`src/rtl/instruction_fetch_queue.sv`:
```
// Fetch queue between the PC and decode: issues word reads to a synchronous
// instruction memory and buffers returned {pc, instruction} pairs for decode.
module instruction_fetch_queue #(
  parameter int DEPTH  = 4,
  parameter int ADDR_W = 32,
  parameter int DATA_W = 32
) (
  input  logic                       Clock,
  input  logic                       Reset,
  input  logic [ADDR_W-1:0]          pc_in,
  input  logic                       pc_valid,
  output logic                       fetch_stall,
  input  logic                       flush,
  output logic                       imem_req,
  output logic [ADDR_W-1:0]          imem_addr,
  input  logic [DATA_W-1:0]          imem_rdata,
  output logic                       instr_valid,
  input  logic                       instr_ready,
  output logic [DATA_W-1:0]          instr_out,
  output logic [ADDR_W-1:0]          instr_pc,
  output logic [$clog2(DEPTH+1)-1:0] count
);

  localparam int CW = $clog2(DEPTH + 1);
  localparam int PW = $clog2(DEPTH);

  logic [ADDR_W-1:0] mem_pc    [DEPTH];
  logic [DATA_W-1:0] mem_instr [DEPTH];
  logic [PW-1:0]     wr_ptr;
  logic [PW-1:0]     rd_ptr;
  logic              pend_v;
  logic [ADDR_W-1:0] pend_pc;
  logic [CW:0]       occupancy;
  logic              accept;
  logic              push;
  logic              pop;

  // The in-flight read reserves a slot, so a push can never land on a full FIFO.
  assign occupancy   = {1'b0, count} + {{CW{1'b0}}, pend_v};
  assign fetch_stall = (occupancy >= (CW+1)'(DEPTH));

  assign accept    = pc_valid & ~fetch_stall & ~flush;
  assign imem_req  = accept;
  assign imem_addr = pc_in;

  assign instr_valid = (count != '0);
  assign instr_out   = mem_instr[rd_ptr];
  assign instr_pc    = mem_pc[rd_ptr];

  assign push = pend_v & ~flush;
  assign pop  = instr_valid & instr_ready & ~flush;

  always_ff @(posedge Clock or negedge Reset) begin
    if (!Reset) begin
      pend_v  <= 1'b0;
      pend_pc <= '0;
    end else begin
      pend_v  <= accept;
      pend_pc <= pc_in;
    end
  end

  always_ff @(posedge Clock or negedge Reset) begin
    if (!Reset) begin
      wr_ptr <= '0;
      rd_ptr <= '0;
      count  <= '0;
    end else if (flush) begin
      wr_ptr <= '0;
      rd_ptr <= '0;
      count  <= '0;
    end else begin
      if (push) wr_ptr <= wr_ptr + PW'(1);
      if (pop)  rd_ptr <= rd_ptr + PW'(1);
      case ({push, pop})
        2'b10:   count <= count + CW'(1);
        2'b01:   count <= count - CW'(1);
        default: count <= count;
      endcase
    end
  end

  always_ff @(posedge Clock or negedge Reset) begin
    if (!Reset) begin
      for (int i = 0; i < DEPTH; i++) begin
        mem_pc[i]    <= '0;
        mem_instr[i] <= '0;
      end
    end else if (push) begin
      mem_pc[wr_ptr]    <= pend_pc;
      mem_instr[wr_ptr] <= imem_rdata;
    end
  end

endmodule

```
`config.mk`:
```
export PLATFORM = sky130hd
export DESIGN_NAME = instruction_fetch_queue
export DESIGN_NICKNAME = d
export VERILOG_FILES = /design/src/rtl/instruction_fetch_queue.sv
export SDC_FILE = /design/constraint.sdc
export NUM_CORES = 1
export LEC_CHECK = 0
export BUFFER_PORTS_ARGS = -buffer_cell sky130_fd_sc_hd__buf_4
export CORE_MARGIN = 1
export CORE_UTILIZATION = 30
export CTS_CLUSTER_DIAMETER = 120
export DETAILED_ROUTE_END_ITERATION = 16
export PLACE_DENSITY = 0.48
export SLEW_MARGIN = 20
export SYNTH_ARGS = -nofsm -noshare
export SYNTH_HDL_FRONTEND = slang
export SYNTH_SLANG_ARGS = --single-unit
export TNS_END_PERCENT = 20
```
`constraint.sdc`:
```
create_clock -name Clock -period 6.8 [get_ports Clock]
set_clock_uncertainty 0.2 [all_clocks]
set_input_delay 0.34 -clock Clock [delete_from_list [all_inputs] [get_ports Clock]]
set_output_delay 0.34 -clock Clock [all_outputs]
set_load 0.02 [all_outputs]
```
Yosys cells after proc, flatten, opt, wreduce, memory -nomap -nowiden. Index checks and enable logic that the tools add are counted.

$add $sub $neg: 5. $lt $le $gt $ge: 4. Equal/unequal tests: 2. Muxes and demuxes: 16. Bitwise gates (word level): 9. Reduce and logical (&&, ||, !) cells: 5.

Operators with widths (number): bitwise mux 128 bit (2); 2-to-1 mux 32 bit (5); binary-select mux 32 bit (select 2 bit) (2); demux 32 bit (select 2 bit) (1); 2-to-1 mux 2 bit (4); greater-or-equal comparator 3 bit, second input constant (2); inverter 2 -> 3 bit (2); one-hot mux 3 bit (2 select lines) (1); nonzero test 3 bit (2); AND 1 bit (5); adder 2 x 1 -> 2 bit, second input constant (2); adder 3 x 1 -> 4 bit (1); greater-or-equal comparator 4 x 3 -> 1 bit, second input constant (1); nonzero test 2 bit (2); adder 3 x 1 -> 3 bit, second input constant (1); < comparator 3 x 1 -> 1 bit, second input constant (1); 2-to-1 mux 3 bit (1); subtractor 3 x 1 -> 3 bit, second input constant (1); == test 2 x 1 -> 1 bit, second input constant (1); == test 2 bit, second input constant (1); inverter 1 bit (2); logical AND 1 bit (1).

Flip-flop bits (word level): 296. Input port bits: 69. Output and inout bits: 102. Logic and storage cells: 54.

Depth between registers and ports, before layout. Gate-level depths: netlist of the first run.

Word-level depth: 6. Mapped depth: 6. Depth with buffers taken out: 6.

Worst setup path before layout of the first run. Ideal clock, no wire load.

Path kind: reg2reg. From: register count[2]. To: register count[2]. Data arrival time: 2104 ps. Data required time: 6518 ps. Setup slack: 4414 ps. Stages on the path, launching flop included: 6. Path buffers: 0. Cells stage by stage: dfrtp_1 -> o31ai_2 -> nor3_1 -> fa_1 -> or4_1 -> a31oi_1.

Cells in the longest elaborated chain, start to end: 6. Elaborated cells on any way between the ends: 10. Classes of those cells: 2 x add/sub; 2 x eq/ne; 2 x mux; 2 x bitwise; 2 x reduce/logical.

Ends and longest elaborated chain: start: declaration (line 21) `output logic [$clog2(DEPTH+1)-1:0] count`; start signal: assignment (line 76) `2'b10: count <= count + CW'(1);`; start signal: assignment (line 77) `2'b01: count <= count - CW'(1);`; start signal: assignment (line 78) `default: count <= count;`; nonzero test 3 bit (line 46) `assign instr_valid = (count != '0);`; AND 1 bit (2 in a row) (line 51) `assign pop = instr_valid & instr_ready & ~flush;`; == test 2 x 1 -> 1 bit or == test 2 bit (tied branches) (line 75) `case ({push, pop})`; one-hot mux 3 bit (2 select lines) (line 75); 2-to-1 mux 3 bit (line 68) `end else if (flush) begin`.

Several ways; a longest one is shown, not always the timed one. A chain may end at the register's enable or synchronous reset.

Worst setup path after layout of the first run.
From: register rd_ptr[0]. To: output instr_out[31].

Cells in the longest elaborated chain, start to end: 4.

Ends and longest elaborated chain: start: declaration (line 30) `logic [PW-1:0] rd_ptr;`; start signal: assignment (line 74) `if (pop) rd_ptr <= rd_ptr + PW'(1);`; inverter 2 -> 3 bit (not written as such) (line 47) `assign instr_out = mem_instr[rd_ptr];`; binary-select mux 32 bit (select 2 bit) (line 47); 2-to-1 mux 32 bit (not written as such) (2 in a row) (line 47); end: declaration (line 19) `output logic [DATA_W-1:0] instr_out,`.

No other way between the ends. The select of a mux whose other input is x is not followed.

==> results.ini, run 1 <==
[timing]
maxSlewViolCount = 0
max_freq_mhz = 281
setup_ws_ps = 3240
period_share = 0.524
finalSetupViolations = 0
fin_crit_ps = 3560
worstMarginPinSlew_ps = 974
slew_headroom = 0.351
fin_hold_ws_ps = 228
finalHoldViolCount = 0
tns_ps = 0
rsz0062_at_grt = no

[detailed_routing]
viasPerCell = 4.43
dr.pass1.iters = 4
ant_nets = 0
wl_per_cell_um = 19.1
routed-via-count = 6927
drc = 0
drt_iter0_drc = 336
wirelength_um = 29900

[yosys]
ys_top_cells_by_area = dfrtp_1 (54%), mux2_4 (27%), mux4_2 (11%), buf_6 (2.1%), buf_4 (2.0%)
synth_most_common_cell = dfrtp_1
synth_edf_count = 0
synth_flop_cell = dfrtp_1
synth_seq_cells = 296
synth-async-reset-ratio = 1.00
syn_area_um2 = 13600
yosysTopAreaCellShare = 0.545
synth_nets = 807
synth_cell_types = 35
syn_inst = 733
avgSynthCellArea_um2 = 18.5
yosysTopAreaCell = dfrtp_1
seq_area_frac_synth = 0.545
synth_common_cells = dfrtp_1 (296), mux2_4 (240), mux4_2 (64)
synth_warnings = 0

[floorplan]
die_area_um2 = 46200
ios = 171
die_x_um = 215
design.core.area_um2 = 44400
die_h_um = 215
rows = 77
initial_core_util = 0.306

[power]
max-vdd-ir-drop_mv = 0.189
power.density_nw_per_um2 = 407
total_power_w = 0.00692
combinationalPowerShare = 0.342
swShare = 0.296
switchingPower_w = 0.00205
seqPwrFrac = 0.376
leakagePower_nw = 8.43
p_int_w = 0.00488
pwr-share-clk = 0.282

[layout]
final_layout_size_suffix_gt1_frac = 0.581
final_cells = 1563
area_growth_pct = 25.0
n_antenna_cell = 0
register_area_um2 = 7410
nFillCells = 4129
nNetsFinal = 1020
multi_input_area_um2 = 5570

[clock_network]
numCtsBuffers = 38
root_buffer = clkbuf_16
clock_latency_ps = 540
cts_tree = done
cts_setup_buffers = 0
cts_max_level = 2
cts_buffer_depth = 3
cts_sinks = 296
clkTransAtPathRegs_ps = 60

[setup_path]
crit_required_ps = 6260
start_kind = flip-flop
arrival_ps = 3020
crit_type = reg2out
crit_path_end_kind = output pin
crit_fanout = 34

[global_routing]
track_usage = 0.133
grt-ovfl-total = 0
grt_pass1_wl_um = 47700
grt_pass1_vias = 7777
antenna_found_initial = 1
grt_max_degree = 135

[placed_design]
pre_cts_ws_ps = 3670
portBuffers = 170
hpwl_um = 16700
place_congestion = 0.659
placed_cells = 1430

[job]
drv_cap = 0

[worst_hold_path]
hp-class = in2async

[run_status]
status = completed

==> cell usage in the layout, fill, tap and decap left out, drive strengths merged, types with 2 or more instances in the layout <==
master       netlist  layout
a21oi              2       2
and3b              2       2
buf               72     178
clkbuf             1      56
clkinv             0       8
dfrtp            296     296
dlygate4sd3        0      68
ha                 4       4
inv                3       3
mux2             256     256
mux4              64      64
nand2              5       5
nand2b             2       2
nor2               5       5
xnor2              3       3
xor2               2       2
==> path summary, 6_finish.rpt <==
check	slack, ps	to	start	cells past startpoint
worst max register to register	3820	mem_instr[33]$_DFFE_PN0P_	pend_v$_DFF_PN0_	4
min in group Clock	260	pend_pc[24]$_DFF_PN0_	pc_in[24]	2
worst max-delay path	3240	instr_out[31]	rd_ptr[0]$_DFFE_PN0P_	3
worst min-delay path	230	count[1]$_DFFE_PN0P_	Reset	2
max in group asynchronous	4810	mem_pc[4]$_DFFE_PN0P_	Reset	3
worst min register to register	300	mem_pc[44]$_DFFE_PN0P_	mem_pc[44]$_DFFE_PN0P_	1
==> power groups by stage <==
stage	combinational [W]	sequential (W)	clock [W]
5_1_grt	0.00252	0.00268	0.00209
3_3_place_gp	0.00234	0.00264	0
6_report	0.00237	0.00261	0.00195
2_1_floorplan	0.00174	0.00247	0
4_1_cts	0.00242	0.00261	0.00203
3_5_place_dp	0.00238	0.00262	0
==> stage by stage <==
step                cell area (um2)   util
finish                        17000  0.383
detailed placement            15100  0.340
CTS                           17000  0.383
floorplan                     13600      -
global placement              15100  0.340
global route                  17000  0.383
==> routing by layer <==
metal	track usage	vias up	share of wire
met1	0.185	3663	0.47
met2	0.205	129	0.47
met3	0.0268	45	0.036
met5	0	-	0.00040
met4	0.0462	2	0.025
li1	-	3088	-
==> cell type report <==
type,count,share of cell area
Timing Repair Buffer,246,0.120
Inverter,3,0.000663
Sequential cell,296,0.436
Tap cell,592,0.0436
Clock inverter,9,0.00545
Multi-Input combinational cell,361,0.328
Clock buffer,56,0.0665
==> cell families (layout without fill, tap and decap cells) <==
group	after synthesis	in the layout	synth area share
muxes	321	321	0.385
and+or+nand+nor	19	19	0.00976
AOI/OAI and AO/OA	11	11	0.00626
DFF	296	296	0.545
adders and majority gates	5	5	0.00515
buffers and inverters	76	314	0.0457
xor gates and xnor gates	5	5	0.00322
==> critical path: stages, from the launching register on <==
cell     delay, ps
dfrtp_4        930
buf_4          720
mux4_2         640
buf_4          180
==> timing repair <==
item	4_1_cts	5_1_grt
hold buffers	68	0
endpoints found under the hold margin	271	0
resized for setup	0	0
==> state kept, by name, indices dropped and copies added (netlist names) <==
name,cells
pend_v,1
count,3
wr_ptr,2
mem_pc,128
mem_instr,128
rd_ptr,2
pend_pc,32
(Power assumes the default switching activity.)
==> inputs of run 2 (changes only) <==
==> constraint.sdc (replaced) <==
create_clock -name Clock -period 3.3 [get_ports Clock]
set_clock_uncertainty 0.2 [all_clocks]
set_input_delay 0.165 -clock Clock [delete_from_list [all_inputs] [get_ports Clock]]
set_output_delay 0.165 -clock Clock [all_outputs]
set_load 0.02 [all_outputs]
==> run 2 against run 1 <==
- register-to-register slack worse by 3100 ps
- total power increased by 110%
- worst setup slack got worse by 2600 ps
- critical path depth is the same
- hold slack worse by 220 ps
- global-route usage increased by 0.30 points
- via count grew 1.3%
- clock-buffer cell count unchanged
- die area stayed put
==> results.ini, run 2 (synthesis gave the netlist of run 1 again) <==
[global_routing]
track_usage = 0.136
grt-ovfl-total = 0
grt_max_degree = 77
grt_pass1_wl_um = 48700
antenna_found_initial = 2
grt_pass1_vias = 7961

[detailed_routing]
wirelength_um = 30200
viasPerCell = 4.44
wl_per_cell_um = 19.1
routed-via-count = 7018
drc = 0
dr.pass1.iters = 4
ant_nets = 0
drt_iter0_drc = 330

[setup_path]
critical-path-top-delay-family = flip-flops
crit_type = reg2out
rr_endpoint = count[2]$_DFFE_PN0P_
crit_end = instr_out[7]
crit_path_end_kind = output pin
start_kind = flip-flop
crit_fanout = 35
crit_start = rd_ptr[0]$_DFFE_PN0P_
regToRegSetupSlack_ps = 740
critPathMaxStageDelay_ps = 650
crit_buf_inv = 2
slowest_stage = dfrtp_4
crit_required_ps = 2930
cp_num_cells = 3
crit_chain = buf_12 -> mux4_2 -> buf_4
reg2reg_from = count[2]$_DFFE_PN0P_
arrival_ps = 2320
ff2ff_path_depth = 5

[timing]
fin_crit_ps = 2690
finalSetupViolations = 0
finalHoldViolCount = 0
period_share = 0.815
slew_headroom = 0.460
maxSlewViolCount = 0
worstMarginPinSlew_ps = 810
max_freq_mhz = 372
rsz0062_at_grt = no
tns_ps = 0

[placed_design]
portBuffers = 170
hpwl_um = 17400
place_congestion = 0.697

[floorplan]
die_area_um2 = 46200
design.core.area_um2 = 44400
die_x_um = 215
die_h_um = 215
rows = 77
ios = 171
initial_core_util = 0.306

[layout]
layout_commonest_cell = dfrtp_1
register_area_um2 = 7410
finalCoreUtilization = 0.389
final_layout_size_suffix_gt1_frac = 0.590
nFillCells = 4069
layout_common_cells = dfrtp_1 (294), mux2_4 (240), buf_4 (184)
area_growth_pct = 27.0
multi_input_area_um2 = 5570
top_regs = mem_instr x128, mem_pc x128, pend_pc x32
nNetsFinal = 1034

[clock_network]
cts_setup_buffers = 0
clock_latency_ps = 540
root_buffer = clkbuf_16
numCtsBuffers = 37
clkTransAtPathRegs_ps = 60
cts_sinks = 296
cts_buffer_depth = 3
cts_max_level = 2
post_cts_resized = 0
cts_tree = done

[run_status]
status = completed

[worst_hold_path]
hp-class = in2async

[power]
total_power_w = 0.0146
leakagePower_nw = 8.56
power.density_nw_per_um2 = 846
max-vdd-ir-drop_mv = 0.370

[job]
drv_cap = 0

[run 2: metal layers]
metal,track usage,routed length (um),part of all wire
met5,0,13,0.00043
met4,0.0402,619,0.021
met3,0.0369,1430,0.047
met2,0.211,14100,0.47
met1,0.185,14000,0.46
[run 2: area by class of cell]
type / count / area share
Antenna cell: 1 / 0.000145
Clock buffer: 56 / 0.0659
Clock inverter: 11 / 0.00985
Inverter: 3 / 0.000652
Multi-Input combinational cell: 361 / 0.322
Sequential cell: 296 / 0.429
Tap cell: 592 / 0.0429
Timing Repair Buffer: 261 / 0.129
[run 2: power breakdown]
part | switching (W) | internal (W) | total [W]
Sequential | 0.000652 | 0.00465 | 0.00530
Clock | 0.00159 | 0.00269 | 0.00428
Combinational | 0.00204 | 0.00300 | 0.00504
Total | 0.00428 | 0.0103 | 0.0146
[run 2: through the flow]
stage / setup slack (ps) / hold slack (ps) / std cells / area [um2]
final: 612 / 5.32 / 1581 / 17300
after global routing: 452 / 26.4 / 1581 / 17300
after floorplan: 914 / -331 / 733 / 13600
after detailed placement: 794 / 7.06 / 1444 / 15300
after CTS: 501 / 2.35 / 1580 / 17300
after global placement: 836 / 12.8 / 1444 / 15300
[run 2: how the worst min path moves through the flow]
| stage | from | endpoint | slack (ps) | depth (start not counted) |
|---|---|---|---|---|
| after floorplan | Reset | count[0]$_DFFE_PN0P_ | -330 | 0 |
| after global placement | Reset | count[1]$_DFFE_PN0P_ | 10 | 1 |
| after detailed placement | Reset | count[1]$_DFFE_PN0P_ | 7 | 1 |
| after CTS | Reset | count[1]$_DFFE_PN0P_ | 2 | 2 |
| after global routing | Reset | count[1]$_DFFE_PN0P_ | 30 | 2 |
| final | Reset | count[1]$_DFFE_PN0P_ | 5 | 2 |
[run 2: what timing repair did]
action	4_1_cts	5_1_grt
setup endpoints to repair	0	0
hold buffers	69	0
hold endpoints to repair	434	0
[run 2: worst register-to-register path, cell delays in order (launching register included)]
cell and delay [ps]:
dfrtp_1 470, o31ai_2 510, nor3_1 130, fa_1 460, or4_1 540, a31oi_1 160
==> inputs of run 3 (changes only) <==
--- a/config.mk
+++ b/config.mk
@@ -5,12 +5,13 @@
 export SDC_FILE = /design/constraint.sdc
 export NUM_CORES = 1
 export LEC_CHECK = 0
+export ABC_AREA = 1
 export BUFFER_PORTS_ARGS = -buffer_cell sky130_fd_sc_hd__buf_4
 export CORE_MARGIN = 1
 export CORE_UTILIZATION = 30
 export CTS_CLUSTER_DIAMETER = 120
 export DETAILED_ROUTE_END_ITERATION = 16
-export PLACE_DENSITY = 0.48
+export PLACE_DENSITY = 0.5
 export SLEW_MARGIN = 20
 export SYNTH_ARGS = -nofsm -noshare
 export SYNTH_HDL_FRONTEND = slang
==> constraint.sdc (replaced) <==
create_clock -name Clock -period 2.23 [get_ports Clock]
set_clock_uncertainty 0.2 [all_clocks]
set_input_delay 0.1115 -clock Clock [delete_from_list [all_inputs] [get_ports Clock]]
set_output_delay 0.1115 -clock Clock [all_outputs]
set_load 0.02 [all_outputs]
==> run 3 against run 2 <==
- combinational power is 42% lower
- largest power group unchanged
- the run now ends with setup timing left
- global-route usage grew 3.1 points
- total power grew 6.7%
- clock-buffer cell count grew 6
- critical path depth grew 2
==> results.ini, run 3 <==
[detailed_routing]
wirelength_um = 36200
wl_per_cell_um = 16.9
dr.pass1.iters = 5
viasPerCell = 4.74
routed-via-count = 10100
ant_nets = 0
drt_iter0_drc = 630
drc = 0

[layout]
nNetsFinal = 1654
layout_common_cells = o21ai_0 (348), dfrtp_1 (293), nand2_1 (271)
nFillCells = 4002
register_area_um2 = 7410
n_antenna_cell = 0
multi_input_area_um2 = 4290
layout_commonest_cell = o21ai_0
design_area_um2 = 16800
final_layout_size_suffix_gt1_frac = 0.203
finalCoreUtilization = 0.411
top_regs = mem_instr x128, mem_pc x128, pend_pc x32
area_growth_pct = 35.2

[run_status]
status = complete, but fails checks
violations = setup timing

[clock_network]
clock_latency_ps = 530
root_buffer = clkbuf_16
cts_buffer_depth = 3
cts_tree = done
numCtsBuffers = 37
clkTransAtPathRegs_ps = 50
cts_sinks = 296
cts_max_level = 2

[setup_path]
crit_fanout = 19
arrival_ps = 1940
crit_required_ps = 1920
regToRegSetupSlack_ps = 140
start_kind = flip-flop
crit_start = rd_ptr[0]$_DFFE_PN0P_
rr_endpoint = count[2]$_DFFE_PN0P_
ff2ff_path_depth = 11
crit_path_end_kind = output pin
reg2reg_from = count[2]$_DFFE_PN0P_
crit_type = reg2out

[timing]
max_freq_mhz = 444
period_share = 1.01
worstMarginPinSlew_ps = 468
maxSlewViolCount = 0
setup_ws_ps = -23.1
finalHoldViolCount = 0
fin_crit_ps = 2250
fin_hold_ws_ps = 43.0
finalSetupViolations = 6
rsz0062_at_grt = yes
slew_headroom = 0.688

[yosys]
yosysTopAreaCellShare = 0.597
synth-async-reset-ratio = 1.00
synth_edf_count = 0
seq_area_frac_synth = 0.597
synth_nets = 1450
synth_warnings = 0
synth_seq_cells = 296
synth_cell_types = 20
yosysTopAreaCell = dfrtp_1
syn_area_um2 = 12400
syn_inst = 1376
avgSynthCellArea_um2 = 9.02
ys_top_cells_by_area = dfrtp_1 (60%), o21ai_0 (16%), nand2_1 (8.3%), nor2_1 (4.1%), o22ai_1 (3.2%)
synth_flop_cell = dfrtp_1
synth_most_common_cell = o21ai_0
synth_common_cells = o21ai_0 (387), dfrtp_1 (296), nand2_1 (275)

[placed_design]
hpwl_um = 19400
dpl_cell_area_um2 = 14100
pre_cts_ws_ps = 181
portBuffers = 170
place_congestion = 0.777

[power]
seqPwrFrac = 0.424
switchingPower_w = 0.00432
pwr-share-clk = 0.390
max-vdd-ir-drop_mv = 0.494
leakagePower_nw = 8.13
swShare = 0.277
power.density_nw_per_um2 = 930
combinationalPowerShare = 0.187
p_int_w = 0.0113
total_power_w = 0.0156

[worst_hold_path]
holdPathStages = 2
min_from = pc_in[20]
hold_path_end = pend_pc[20]$_DFF_PN0_
hp-class = in2reg

[global_routing]
grt_pass1_vias = 9916
antenna_found_initial = 0
grt_pass1_wl_um = 54900
track_usage = 0.167
grt-ovfl-total = 0
grt_max_degree = 93

[floorplan]
die_h_um = 205
die_area_um2 = 42200
initial_core_util = 0.304
die_x_um = 205
design.core.area_um2 = 40800
rows = 74
ios = 171

[job]
drv_cap = 0

-- run 3: cell types whose count changed after synthesis, moves of 4 or more --
| cell | previous run | this run |
|---|---|---|
| o21ai_0 | 1 | 387 |
| nand2_1 | 1 | 275 |
| inv_1 | 3 | 74 |
| clkbuf_1 | 1 | 29 |
| mux2_2 | 16 | 0 |
| buf_4 | 37 | 33 |
| nand2_4 | 4 | 0 |
| clkbuf_2 | 0 | 24 |
| o22ai_1 | 0 | 64 |
| nor2_1 | 5 | 134 |
| mux2_4 | 240 | 0 |
| mux4_2 | 64 | 0 |
| buf_6 | 25 | 4 |
| buf_2 | 8 | 39 |
-- run 3: how the worst max path moves through the flow --
| stage | endpoint | cells after the start | slack (ps) |
|---|---|---|---|
| 2_1_floorplan | count[2]$_DFFE_PN0P_ | 11 | 0.5 |
| 3_3_place_gp | count[2]$_DFFE_PN0P_ | 11 | 240 |
| 3_5_place_dp | count[2]$_DFFE_PN0P_ | 11 | 180 |
| 4_1_cts | instr_pc[26] | 4 | -120 |
| 5_1_grt | instr_pc[17] | 6 | -90 |
| 6_report | instr_out[9] | 5 | -20 |
-- run 3: kinds of logic after synthesis --
group	Yosys count	synth area share
AOI/OAI and AO/OA	454	0.189
adders and majority gates	5	0.00564
xor gates and xnor gates	1	0.000705
buffers and inverters	204	0.0804
DFF	296	0.597
and+or+nand+nor	416	0.127
-- run 3: timing repair --
item / CTS / global route
cloned: 3 / 6
hold buffers: 80 / 0
gates resized for setup: 35 / 86
setup buffers: 3 / 2
pin swaps: 16 / 14
endpoints found under the setup margin: 59 / 64
hold endpoints to repair: 464 / 0
-- run 3: through the flow --
stage,std cells,setup TNS [ps]
floorplan,1376,0
global placement,1981,0
detailed placement,1981,0
CTS,2134,-4470
global route,2140,-2960
finish,2140,-67.1
-- run 3: layer usage --
layer	vias up	routed length, um	GRT usage
met5	-	0	0
met4	0	794	0.0540
met3	49	1880	0.0312
met2	297	16300	0.261
met1	4871	17200	0.232
li1	4920	-	-
-- run 3: power groups by stage --
stage	registers, W	logic (W)	clock network [W]
CTS	0.00659	0.00283	0.00630
detailed placement	0.00667	0.00261	0
finish	0.00661	0.00291	0.00608
global route	0.00672	0.00325	0.00650
global placement	0.00666	0.00257	0
floorplan	0.00658	0.00155	0
-- run 3: area by class of cell --
| class | count | area share |
|---|---|---|
| Multi-Input combinational cell | 876 | 0.256 |
| Clock buffer | 62 | 0.0698 |
| Timing Repair Buffer | 295 | 0.171 |
| Tap cell | 532 | 0.0397 |
| Sequential cell | 296 | 0.442 |
| Inverter | 74 | 0.0176 |
| Clock inverter | 5 | 0.00470 |
-- run 3: critical path: stages (launching register included) --
cell	delay [ps]
dfrtp_4	550
buf_4	190
clkbuf_16	200
o21ai_0	170
o22ai_1	110
buf_4	160
